## src/rtl/pio_reg_pkg.sv

```systemverilog
// Shared types and constants for the PIO user-register bus: FSM encoding,
// response payload, register-file byte-lane swap and register offsets.
package pio_reg_pkg;

  localparam int unsigned DATA_W  = 32;
  localparam int unsigned BE_W    = 4;
  localparam int unsigned WR_BE_W = 8;

  typedef enum logic [1:0] {
    ST_IDLE = 2'd0,
    ST_WR   = 2'd1,
    ST_RD   = 2'd2,
    ST_RSP  = 2'd3
  } pio_state_e;

  typedef struct packed {
    logic              write;
    logic              err;
    logic [DATA_W-1:0] data;
  } pio_rsp_t;

  // Register offsets shared with the user-register file.
  localparam logic [7:0] REG_STATUS = 8'h00;
  localparam logic [7:0] REG_PARAM  = 8'h01;
  localparam logic [7:0] REG_ADDRH  = 8'h04;
  localparam logic [7:0] REG_ADDRL  = 8'h05;
  localparam logic [7:0] REG_LENGTH = 8'h06;
  localparam logic [7:0] REG_TX_PPS = 8'h08;
  localparam logic [7:0] REG_DEBUG1 = 8'h10;

  // The register file numbers byte enables big-endian: bit 3 selects data[7:0].
  function automatic logic [BE_W-1:0] be_swap4(input logic [BE_W-1:0] be);
    return {be[0], be[1], be[2], be[3]};
  endfunction

endpackage

```

## src/rtl/pio_reg_master.sv

```systemverilog
// Initiator on the PIO user-register bus: takes one command at a time,
// performs the register write or read, and returns exactly one response.
module pio_reg_master
  import pio_reg_pkg::*;
#(
  parameter int unsigned ADDR_W       = 14,
  parameter int unsigned RD_LATENCY   = 1,
  parameter int unsigned BUSY_TIMEOUT = 255
) (
  input  logic              clk,
  input  logic              sys_rst_n,
  input  logic              cmd_valid,
  output logic              cmd_ready,
  input  logic              cmd_write,
  input  logic [ADDR_W-1:0] cmd_addr,
  input  logic [3:0]        cmd_be,
  input  logic [31:0]       cmd_wdata,
  output logic              rsp_valid,
  input  logic              rsp_ready,
  output logic              rsp_write,
  output logic              rsp_err,
  output logic [31:0]       rsp_data,
  output logic [ADDR_W-1:0] rd_addr,
  output logic [3:0]        rd_be,
  input  logic [31:0]       rd_data,
  output logic [ADDR_W-1:0] wr_addr,
  output logic [7:0]        wr_be,
  output logic [31:0]       wr_data,
  output logic              wr_en,
  input  logic              wr_busy,
  output logic              busy
);

  localparam int unsigned WD_W = (BUSY_TIMEOUT > 255) ? $clog2(BUSY_TIMEOUT + 1) : 8;
  localparam int unsigned RC_W = 3;
  localparam logic [WD_W-1:0] WD_LAST = WD_W'(BUSY_TIMEOUT - 1);
  localparam logic [RC_W-1:0] RD_LAST = RC_W'(RD_LATENCY);
  localparam bit              WD_EN   = (BUSY_TIMEOUT != 0);

  pio_state_e          state, state_n;
  pio_rsp_t            rsp_q, rsp_n;
  logic                rsp_valid_q, rsp_valid_n;
  logic                cmd_ready_q, cmd_ready_n;
  logic                busy_q, busy_n;
  logic [ADDR_W-1:0]   rd_addr_q, rd_addr_n;
  logic [BE_W-1:0]     rd_be_q, rd_be_n;
  logic [ADDR_W-1:0]   wr_addr_q, wr_addr_n;
  logic [WR_BE_W-1:0]  wr_be_q, wr_be_n;
  logic [DATA_W-1:0]   wr_data_q, wr_data_n;
  logic [WD_W-1:0]     wd_cnt, wd_cnt_n;
  logic [RC_W-1:0]     rd_cnt, rd_cnt_n;

  // State and output registers.
  always_ff @(posedge clk) begin
    if (!sys_rst_n) begin
      state       <= ST_IDLE;
      rsp_q       <= '0;
      rsp_valid_q <= 1'b0;
      cmd_ready_q <= 1'b1;
      busy_q      <= 1'b0;
      rd_addr_q   <= '0;
      rd_be_q     <= '0;
      wr_addr_q   <= '0;
      wr_be_q     <= '0;
      wr_data_q   <= '0;
      wd_cnt      <= '0;
      rd_cnt      <= '0;
    end else begin
      state       <= state_n;
      rsp_q       <= rsp_n;
      rsp_valid_q <= rsp_valid_n;
      cmd_ready_q <= cmd_ready_n;
      busy_q      <= busy_n;
      rd_addr_q   <= rd_addr_n;
      rd_be_q     <= rd_be_n;
      wr_addr_q   <= wr_addr_n;
      wr_be_q     <= wr_be_n;
      wr_data_q   <= wr_data_n;
      wd_cnt      <= wd_cnt_n;
      rd_cnt      <= rd_cnt_n;
    end
  end

  // Next-state and next-output logic.
  always_comb begin
    state_n   = state;
    rsp_n     = rsp_q;
    rd_addr_n = rd_addr_q;
    rd_be_n   = rd_be_q;
    wr_addr_n = wr_addr_q;
    wr_be_n   = wr_be_q;
    wr_data_n = wr_data_q;
    wd_cnt_n  = wd_cnt;
    rd_cnt_n  = rd_cnt;

    case (state)
      ST_IDLE: begin
        if (cmd_valid && cmd_ready_q) begin
          rsp_n = '0;
          if (cmd_write) begin
            state_n   = ST_WR;
            wr_addr_n = cmd_addr;
            wr_be_n   = {4'b0000, be_swap4(cmd_be)};
            wr_data_n = cmd_wdata;
            wd_cnt_n  = '0;
          end else begin
            state_n   = ST_RD;
            rd_addr_n = cmd_addr;
            rd_be_n   = be_swap4(cmd_be);
            rd_cnt_n  = '0;
          end
        end
      end

      ST_WR: begin
        // wr_en fires combinationally this cycle when busy is low.
        if (!wr_busy) begin
          state_n     = ST_RSP;
          rsp_n.write = 1'b1;
          rsp_n.err   = 1'b0;
          rsp_n.data  = '0;
          wr_addr_n   = '0;
          wr_be_n     = '0;
          wr_data_n   = '0;
        end else if (WD_EN && (wd_cnt == WD_LAST)) begin
          state_n     = ST_RSP;
          rsp_n.write = 1'b1;
          rsp_n.err   = 1'b1;
          rsp_n.data  = '0;
          wr_addr_n   = '0;
          wr_be_n     = '0;
          wr_data_n   = '0;
        end else if (wd_cnt != '1) begin
          wd_cnt_n = wd_cnt + WD_W'(1);
        end
      end

      ST_RD: begin
        // rd_addr is held for RD_LATENCY wait cycles plus the capture cycle.
        if (rd_cnt == RD_LAST) begin
          state_n     = ST_RSP;
          rsp_n.write = 1'b0;
          rsp_n.err   = 1'b0;
          rsp_n.data  = rd_data;
          rd_addr_n   = '0;
          rd_be_n     = '0;
        end else begin
          rd_cnt_n = rd_cnt + RC_W'(1);
        end
      end

      ST_RSP: begin
        if (rsp_ready) begin
          state_n = ST_IDLE;
          rsp_n   = '0;
        end
      end

      default: state_n = ST_IDLE;
    endcase

    cmd_ready_n = (state_n == ST_IDLE);
    rsp_valid_n = (state_n == ST_RSP);
    busy_n      = (state_n != ST_IDLE);
  end

  // wr_busy must be seen in the same cycle as the strobe, so wr_en is decoded.
  assign wr_en     = (state == ST_WR) && !wr_busy;

  assign cmd_ready = cmd_ready_q;
  assign rsp_valid = rsp_valid_q;
  assign rsp_write = rsp_q.write;
  assign rsp_err   = rsp_q.err;
  assign rsp_data  = rsp_q.data;
  assign rd_addr   = rd_addr_q;
  assign rd_be     = rd_be_q;
  assign wr_addr   = wr_addr_q;
  assign wr_be     = wr_be_q;
  assign wr_data   = wr_data_q;
  assign busy      = busy_q;

endmodule

```

## config.mk

```make
export PLATFORM = sky130hd
export DESIGN_NAME = pio_reg_master
export DESIGN_NICKNAME = d
export VERILOG_FILES = /design/src/rtl/pio_reg_pkg.sv /design/src/rtl/pio_reg_master.sv
export SDC_FILE = /design/constraint.sdc
export NUM_CORES = 1
export LEC_CHECK = 0
export CORE_MARGIN = 5
export CORE_UTILIZATION = 30
export DETAILED_ROUTE_END_ITERATION = 10
export PLACE_DENSITY = 0.72
export SLEW_MARGIN = 15
export SYNTH_ARGS = -nofsm -noshare
export SYNTH_HDL_FRONTEND = slang
export SYNTH_SLANG_ARGS = --single-unit
```

## constraint.sdc

```tcl
create_clock -name clk -period 2.25 [get_ports clk]
set_clock_uncertainty 0.2 [all_clocks]
set_input_delay 0.45 -clock clk [delete_from_list [all_inputs] [get_ports clk]]
set_output_delay 0.45 -clock clk [all_outputs]
set_load 0.05 [all_outputs]
```

==> results of run 1 <==
worst paths after layout:
path,to
max,wr_addr[8]
min,wd_cnt[1]$_SDFFE_PN0P_
max reg2reg,rsp_data[26]$_SDFFE_PN0P_
min reg2reg,rsp_data[27]$_SDFFE_PN0P_
worst reg2reg max path, delay by kind of cell (launching register included):
kind	cells	cell delay, ns
simple gates	3	0.90
flops	1	0.38
mux	1	0.21
fa+ha+maj	1	0.19
buf+inv	1	0.19
cell families (layout without fill, tap and decap cells):
logic type	after synthesis	count (layout)
buffers and inverters	48	258
other	1	4
DFF	118	118
adders and majority gates	8	8
muxes	34	34
AOI/OAI and AO/OA	107	107
and+or+nand+nor	128	128
cells in the mapped netlist (all sizes together) (3+ instances only):
cell    number  area share (%)
nand3       33             3.6
a22o        50             9.5
o31ai        4            0.65
o21ai        6            0.65
a22oi       18             2.9
or3          3            0.41
a21oi       13             1.5
a211oi       4            0.65
nand2       42             3.4
clkbuf      18             1.5
nand2b       4            0.54
nor2b        5            0.68
nor2        22             1.8
ha           8             2.2
buf         19             4.1
and2         3            0.41
inv         10            0.82
mux2i       34             7.4
dfxtp      118              51
or4          4            0.65
per-stage QoR:
step	setup WS (ns)	setup TNS (ns)	instance area, sq um
6_report	0.0364	0	7520
5_1_grt	-0.00981	-0.00981	7520
4_1_cts	-0.0198	-0.0198	7310
3_5_place_dp	-0.166	-5.43	6750
3_3_place_gp	-0.0657	-1.62	6750
2_1_floorplan	0.208	0	4610
timing repair:
| action | in CTS | in global routing |
|---|---|---|
| pin swaps | 0 | 1 |
| cloned | 0 | 2 |
| setup buffers | 0 | 1 |
| gates resized for setup | 19 | 57 |
| setup endpoints to repair | 55 | 105 |
routing by layer:
metal | up-vias | GRT usage, % | share of wire [%]
li1 | 2008 | - | -
met1 | 1973 | 16.9 | 43
met2 | 188 | 24.6 | 46
met3 | 15 | 7.13 | 10
met4 | 0 | 5.77 | 1.4
met5 | - | 0 | 0
power by group through the flow:
stage               Combinational (mW)  Clock, mW  Sequential [mW]
floorplan                         1.55          0             3.43
global placement                  3.34          0             2.57
detailed placement                3.40          0             2.58
CTS                               3.39       2.67             2.54
global route                      3.69       2.77             2.58
finish                            3.49       2.60             2.55
area by class of cell:
cell class	instances	area [sq um]
inverter	11	41.3
multi-input combinational	281	2010
fill	1376	7630
sequential	118	2370
clock inverter	15	143
timing repair buffer	215	2300
clock buffer	17	425
tap	188	235
flip-flops by register name, summed over array words and instances (netlist names):
name / cells
rsp_write: 1
rsp_err: 1
wr_be: 4
wr_data: 32
rsp_data: 32
wd_cnt: 8
wr_addr: 14
cmd_ready: 1
rd_cnt: 3
rd_be: 4
busy: 1
rd_addr: 14
rsp_valid: 1
state: 2
==> impl_metrics.yaml, run 1 <==
outcome:
  status: "completed"
synthesis:
  yosys.area_share.simple_pct: 13.7
  ys_warn_count: 0
  synth_cell_types: 46
  synthFlopType: "dfxtp_1"
  synth_top_family_by_area: "compound AO/OA/AOI/OAI gates"
  synth-xor-area-share_pct: 0
  ys_ff_latch: 118
  synthesis.area_sq_um: 4600
  avgSynthCellArea_sq_um: 10.4
  synth_fa_ha_area_share_pct: 2.18
  async_flop_share_pct: 0
  synth_cells: 444
  synth_edf_count: 0
  seq_area_frac_synth_pct: 51.4
  synth_compound_area_share_pct: 18.8
  synthMuxAreaShare_pct: 7.40
min_path:
  hold_start: "sys_rst_n"
  hold_class: "in -> reg"
  hold-path-cell-count: 3
floorplanning:
  die_h_um: 134
  dieArea_sq_um: 17900
  row_count: 45
  pin_count: 198
  core_sq_um: 15100
  fp.dieW_um: 134
  start_util_pct: 30.4
timing:
  fin_crit_ns: 2.21
  worstMarginPinSlew_ns: 0.573
  slew_headroom_pct: 61.8
  fin_hold_ws_ns: 0.257
  fmax_mhz: 452
  setup_violations: 0
  finalHoldViolations: 0
  period_share_pct: 98.4
  slew_violations: 0
clocking:
  htreeDepth: 4
  numClockSinks: 118
  ctsRootBufferMaster: "clkbuf_16"
  cts_tree: "yes"
  clockBufferDepth: 2
  cts_hold_buf: 0
  path_clk_slew_ns: 0.06
  clk_latency_ns: 0.41
  cts_buffers: 17
setup_path:
  start_kind: "flop"
  path_class: "reg -> out"
  r2r_start: "rd_cnt[0]$_SDFFE_PN0P_"
  critPathSlowestCell: "clkdlybuf4s50_1"
  critical-path-max-stage-delay_ns: 0.82
  crit_chain: "clkdlybuf4s50_1"
  cp_max_fo: 2
  end_kind: "output pin"
  reg2regPathDepth: 6
  critical_path_required_ns: 1.60
  crit_buf_inv: 1
  crit_path_start: "wr_addr[8]$_SDFFE_PN0P_"
  cp.arrival_ns: 1.56
  cp.depth: 1
  cp_top_family: "buffers and inverters"
  r2r_slack_ns: 0.11
final_layout:
  final_nets: 740
  area_growth_pct: 63.5
  final_cells: 845
  diodes: 0
  drive_above_1_share_pct: 11.6
  utilization_pct: 49.6
  layout_common_cells: "clkdlybuf4s50_1 (125), dfxtp_1 (116), a22o_1 (50)"
  mostFrequentLayoutCell: "clkdlybuf4s50_1"
pwr:
  netSwitchingFraction_pct: 38.3
  max-vdd-ir-drop_uv: 711
  internal_power_mw: 5.33
  seqPwrFrac_pct: 29.5
  power_mw: 8.64
  power_switching_mw: 3.31
  p_clk_share_pct: 30.1
  power.leakage_nw: 3.71
  comb_power_share_pct: 40.4
  powerDensity_nw_per_um2: 1150
detailed_routing:
  via_per_inst: 4.95
  route.detailed.drc: 0
  drtAntennaViolNets: 0
  dr.pass1.iters: 4
  vias: 4184
  wirelength_mm: 14.1
  wl_per_cell_um: 16.7
  drt_iter0_markers: 155
global_routing:
  antenna_found_initial: 0
  gr-usage-all-layers_pct: 15.0
  grt-ovfl-total: 0
  grt_pass1_wl_mm: 21.6
  grt_pass1_vias: 4218
  grt_max_degree: 51
job:
  maxCapViolCount: 0
place:
  dpl.cell_count: 810
  place_hpwl_mm: 9.90
  gp_congestion: 0.818
  port_buffers: 193
(Power assumes the default switching activity.)
==> run 2: changes to the inputs <==
--- a/config.mk
+++ b/config.mk
@@ -9,6 +9,7 @@
 export CORE_UTILIZATION = 30
 export DETAILED_ROUTE_END_ITERATION = 10
 export PLACE_DENSITY = 0.72
+export SETUP_SLACK_MARGIN = 0.05
 export SLEW_MARGIN = 15
 export SYNTH_ARGS = -nofsm -noshare
 export SYNTH_HDL_FRONTEND = slang
==> run 2 against run 1 <==
  * Core utilization decreased by 1.8 points
  * Die area unchanged
  * Highest routed layer unchanged
  * Critical path type unchanged
  * Largest cell class unchanged
  * Clock power about the same
  * Sequential power about the same
  * Clock-buffer cell count unchanged
==> impl_metrics.yaml, run 2 (synthesis gave the netlist of run 1 again) <==
outcome:
  status: "completed"
clocking:
  clockBufferDepth: 2
  numClockSinks: 118
  cts_buffers: 17
  cts_tree: "yes"
  ctsRootBufferMaster: "clkbuf_16"
  htreeDepth: 4
  path_clk_slew_ns: 0.06
  clk_latency_ns: 0.41
setup_path:
  reg2regPathDepth: 6
  cp_max_fo: 7
  path_class: "reg -> out"
  cp.arrival_ns: 1.44
  r2r_start: "state[0]$_SDFF_PN0_"
  start_kind: "flop"
  r2r_slack_ns: 0.16
  crit_chain: "inv_2 -> ha_4 -> nand2b_1 -> inv_2 -> buf_12"
  crit_buf_inv: 3
  cp_top_family: "flip-flops"
  rr_endpoint: "wd_cnt[4]$_SDFFE_PN0P_"
  critical-path-max-stage-delay_ns: 0.37
  critPathSlowestCell: "dfxtp_2"
  critical_path_required_ns: 1.60
  cp_common_cell: "inv_2"
  end_kind: "output pin"
final_layout:
  layout_common_cells: "dfxtp_1 (116), dlygate4sd2_1 (99), clkdlybuf4s50_1 (86)"
  drive_above_1_share_pct: 11.5
  utilization_pct: 47.9
  diodes: 0
  final_cells: 842
  final_nets: 737
  mostFrequentLayoutCell: "dfxtp_1"
  area_growth_pct: 57.7
pwr:
  power.leakage_nw: 3.26
  powerDensity_nw_per_um2: 1160
  max-vdd-ir-drop_uv: 698
place:
  dpl.cell_count: 810
  place_hpwl_mm: 9.90
  place_ws_ns: -0.166
  gp_congestion: 0.818
  port_buffers: 193
timing:
  final.setup.tns_ns: 0
  slew_violations: 0
  finalHoldViolations: 0
  fin_crit_ns: 2.09
  fmax_mhz: 478
  worstMarginPinSlew_ns: 0.561
  slew_headroom_pct: 62.6
  rsz0062_at_grt: "true"
  fin_hold_ws_ns: 0.258
  setup_slack_ns: 0.157
  setup_violations: 0
  period_share_pct: 93.0
min_path:
  hold_class: "reg -> reg"
  hold_end: "rsp_data[27]$_SDFFE_PN0P_"
  hold_start: "rsp_data[27]$_SDFFE_PN0P_"
  hold-path-cell-count: 2
detailed_routing:
  route.detailed.drc: 0
  wirelength_mm: 13.6
  vias: 4149
  dr.pass1.iters: 4
  wl_per_cell_um: 16.2
  drtAntennaViolNets: 0
  drt_iter0_markers: 158
  via_per_inst: 4.93
floorplanning:
  core_sq_um: 15100
  fp.dieW_um: 134
  start_util_pct: 30.4
  dieArea_sq_um: 17900
  row_count: 45
  die_h_um: 134
  pin_count: 198
global_routing:
  antenna_found_initial: 0
  gr-usage-all-layers_pct: 15.0
  grt_pass1_vias: 4240
  grt_max_degree: 51
  grt_pass1_wl_mm: 21.6
  grt-ovfl-total: 0
job:
  maxCapViolCount: 0
==> run 2: cell type report <==
type | count | area (sq um)
multi-input combinational | 281 | 2010
tap | 188 | 235
sequential | 118 | 2360
fill | 1438 | 7890
clock buffer | 17 | 425
timing repair buffer | 212 | 2030
inverter | 11 | 41.3
clock inverter | 15 | 143
==> run 2: what timing repair did <==
action,4_1_cts,5_1_grt
hold buffers,0,0
setup endpoints to repair,169,75
setup buffers,0,0
gates resized for setup,107,11
==> run 2: per-layer routing <==
layer  track usage, %  wire, um  vias up
li1                 -         -     1996
met1             16.9      5690     1950
met2             24.7      6230      185
met3             7.13      1480       18
met4             5.83       225        0
met5                0         0        -
==> run 2: power breakdown <==
part           total, mW  switching [mW]  internal (mW)
combinational       3.31            2.06           1.25
clock               2.60            1.06           1.54
sequential          2.54           0.163           2.38
total               8.44            3.27           5.17
==> run 2: worst max path at each step <==
stage,from,endpoint,slack [ns],cells past startpoint
floorplan,state[0]$_SDFF_PN0_,wr_addr[0]$_SDFFE_PN0P_,0.21,7
global placement,cmd_valid,wd_cnt[3]$_SDFFE_PN0P_,-0.07,5
detailed placement,cmd_write,rd_addr[4]$_SDFFE_PN0P_,-0.17,5
CTS,state[1]$_SDFF_PN0_,wd_cnt[4]$_SDFFE_PN0P_,0.06,6
global route,state[0]$_SDFF_PN0_,wd_cnt[4]$_SDFFE_PN0P_,0.05,7
finish,state[1]$_SDFF_PN0_,wr_en,0.16,5
==> run 2: worst min-delay path, stage by stage (launching register included) <==
cell and delay, ns:
dfxtp_1 0.31, nand2_1 0.05, mux2i_1 0.05
==> run 2: stage by stage <==
step           area, sq um  power (mW)
2_1_floorplan         4610        4.99
5_1_grt               7250        8.86
4_1_cts               7220        8.49
3_5_place_dp          6750        5.97
3_3_place_gp          6750        5.91
6_report              7250        8.44
==> run 3: changes to the inputs <==
--- a/config.mk
+++ b/config.mk
@@ -8,8 +8,8 @@
 export CORE_MARGIN = 5
 export CORE_UTILIZATION = 30
 export DETAILED_ROUTE_END_ITERATION = 10
-export PLACE_DENSITY = 0.72
-export SETUP_SLACK_MARGIN = 0.05
+export PLACE_DENSITY = 0.67
+export SETUP_SLACK_MARGIN = 0.15
 export SLEW_MARGIN = 15
 export SYNTH_ARGS = -nofsm -noshare
 export SYNTH_HDL_FRONTEND = slang
==> run 3 against run 2 <==
  * Combinational power is 5% higher
  * Sequential power hardly changed
  * Clock-buffer cell count is 4 higher
  * Setup slack better by 0.053 ns
  * Critical endpoint unchanged
  * Critical path type unchanged
  * Cell area is 1.7% higher
==> impl_metrics.yaml, run 3 (synthesis gave the netlist of run 1 again) <==
floorplanning:
  die_h_um: 134
  dieArea_sq_um: 17900
  pin_count: 198
  fp.dieW_um: 134
  start_util_pct: 30.4
  row_count: 45
  core_sq_um: 15100
global_routing:
  grt-ovfl-total: 0
  gr-usage-all-layers_pct: 15.6
  antenna_found_initial: 0
  grt_max_degree: 72
  grt_pass1_wl_mm: 22.3
  grt_pass1_vias: 4218
pwr:
  comb_power_share_pct: 39.6
  powerDensity_nw_per_um2: 1190
  netSwitchingFraction_pct: 36.9
  power_mw: 8.78
  p_clk_share_pct: 31.5
  power_switching_mw: 3.25
  power.leakage_nw: 3.29
  seqPwrFrac_pct: 28.9
  internal_power_mw: 5.54
  max-vdd-ir-drop_uv: 751
final_layout:
  utilization_pct: 48.7
  fillCellCount: 1434
  drive_above_1_share_pct: 13.0
  final_nets: 743
  mostFrequentLayoutCell: "dfxtp_1"
  diodes: 0
  regArea_sq_um: 2370
  multi_input_area_sq_um: 2020
  final_cells: 848
  fin_area_sq_um: 7380
  layout_common_cells: "dfxtp_1 (113), dlygate4sd2_1 (98), clkdlybuf4s50_1 (86)"
  area_growth_pct: 60.5
timing:
  fin_crit_ns: 2.04
  setup_violations: 0
  final.setup.tns_ns: 0
  finalHoldViolations: 0
  worstMarginPinSlew_ns: 0.656
  slew_headroom_pct: 56.3
  setup_slack_ns: 0.210
  fmax_mhz: 490
  slew_violations: 0
  fin_hold_ws_ns: 0.252
  period_share_pct: 90.7
  rsz0062_at_grt: "true"
job:
  maxCapViolCount: 0
setup_path:
  cp.arrival_ns: 1.39
  rr_endpoint: "wr_data[19]$_SDFFE_PN0P_"
  crit_path_start: "state[0]$_SDFF_PN0_"
  start_kind: "flop"
  r2r_slack_ns: 0.22
  cp_max_fo: 6
  path_class: "reg -> out"
  r2r_start: "state[0]$_SDFF_PN0_"
  critical_path_required_ns: 1.60
  reg2regPathDepth: 8
  crit_end: "wr_en"
  end_kind: "output pin"
min_path:
  hold_start: "sys_rst_n"
  hold_class: "in -> reg"
place:
  place_area_sq_um: 6740
  gp_congestion: 0.759
  dpl.cell_count: 810
  place_ws_ns: -0.173
  port_buffers: 193
  place_hpwl_mm: 10.2
outcome:
  status: "completed"
clocking:
  clk_latency_ns: 0.40
  cts_tree: "yes"
  clockBufferDepth: 2
  cts_buffers: 17
  htreeDepth: 4
  path_clk_slew_ns: 0.06
  numClockSinks: 118
  cts_hold_buf: 0
  ctsRootBufferMaster: "clkbuf_16"
detailed_routing:
  dr.pass1.iters: 5
  vias: 4203
  wirelength_mm: 14.3
  drt_iter0_markers: 153
  wl_per_cell_um: 16.8
  via_per_inst: 4.96
  drtAntennaViolNets: 0
  route.detailed.drc: 0
-- run 3: cell types whose count changed in the layout (fill, tap and decap cells not counted), sizes merged --
cell	delta
dlygate4sd2	-1
clkinv	-4
inv	-5
clkinvlp	+3
bufinv	+2
clkbuf	+4
bufbuf	+1
buf	+8
dlymetal6s2s	-2
-- run 3: repair_timing --
action	in CTS	in global routing
setup endpoints to repair	174	93
pin swaps	2	4
gates resized for setup	114	9
gates cloned	1	0
buffers inserted	2	3
-- run 3: worst min path at each step --
stage                                      endpoint  slack [ns]  cells after the start
final                        wd_cnt[0]$_SDFFE_PN0P_        0.25                      3
after global routing         wd_cnt[0]$_SDFFE_PN0P_        0.26                      3
after global placement    rsp_data[11]$_SDFFE_PN0P_        0.24                      2
after floorplan              wd_cnt[7]$_SDFFE_PN0P_        0.24                      2
after detailed placement  rsp_data[28]$_SDFFE_PN0P_        0.25                      2
after CTS                    wd_cnt[0]$_SDFFE_PN0P_        0.24                      3
-- run 3: worst max-delay path, cell delays in order, from the launching register on --
cell      delay [ns]
dfxtp_2         0.32
buf_6           0.12
ha_4            0.17
buf_6           0.12
nand2b_4        0.06
inv_2           0.04
buf_12          0.14
-- run 3: cell type report --
class | count | area share, %
Multi-Input combinational cell | 281 | 27.4
Clock buffer | 21 | 6.24
Inverter | 11 | 0.594
Tap cell | 188 | 3.19
Clock inverter | 11 | 2.00
Sequential cell | 118 | 32.1
Timing Repair Buffer | 218 | 28.5
-- run 3: power groups by stage --
stage	sequential, mW	combinational (mW)	clock [mW]
finish	2.54	3.48	2.77
global route	2.57	3.68	2.96
CTS	2.54	3.41	2.84
detailed placement	2.58	3.40	0
global placement	2.57	3.36	0
floorplan	3.43	1.55	0
-- run 3: per-layer routing --
| metal | up-vias | global-route usage, % | part of all wire (%) |
|---|---|---|---|
| li1 | 2022 | - | - |
| met3 | 8 | 8.70 | 12 |
| met4 | 0 | 4.34 | 0.61 |
| met2 | 188 | 25.2 | 45 |
| met5 | - | 0 | 0 |
| met1 | 1985 | 17.9 | 42 |
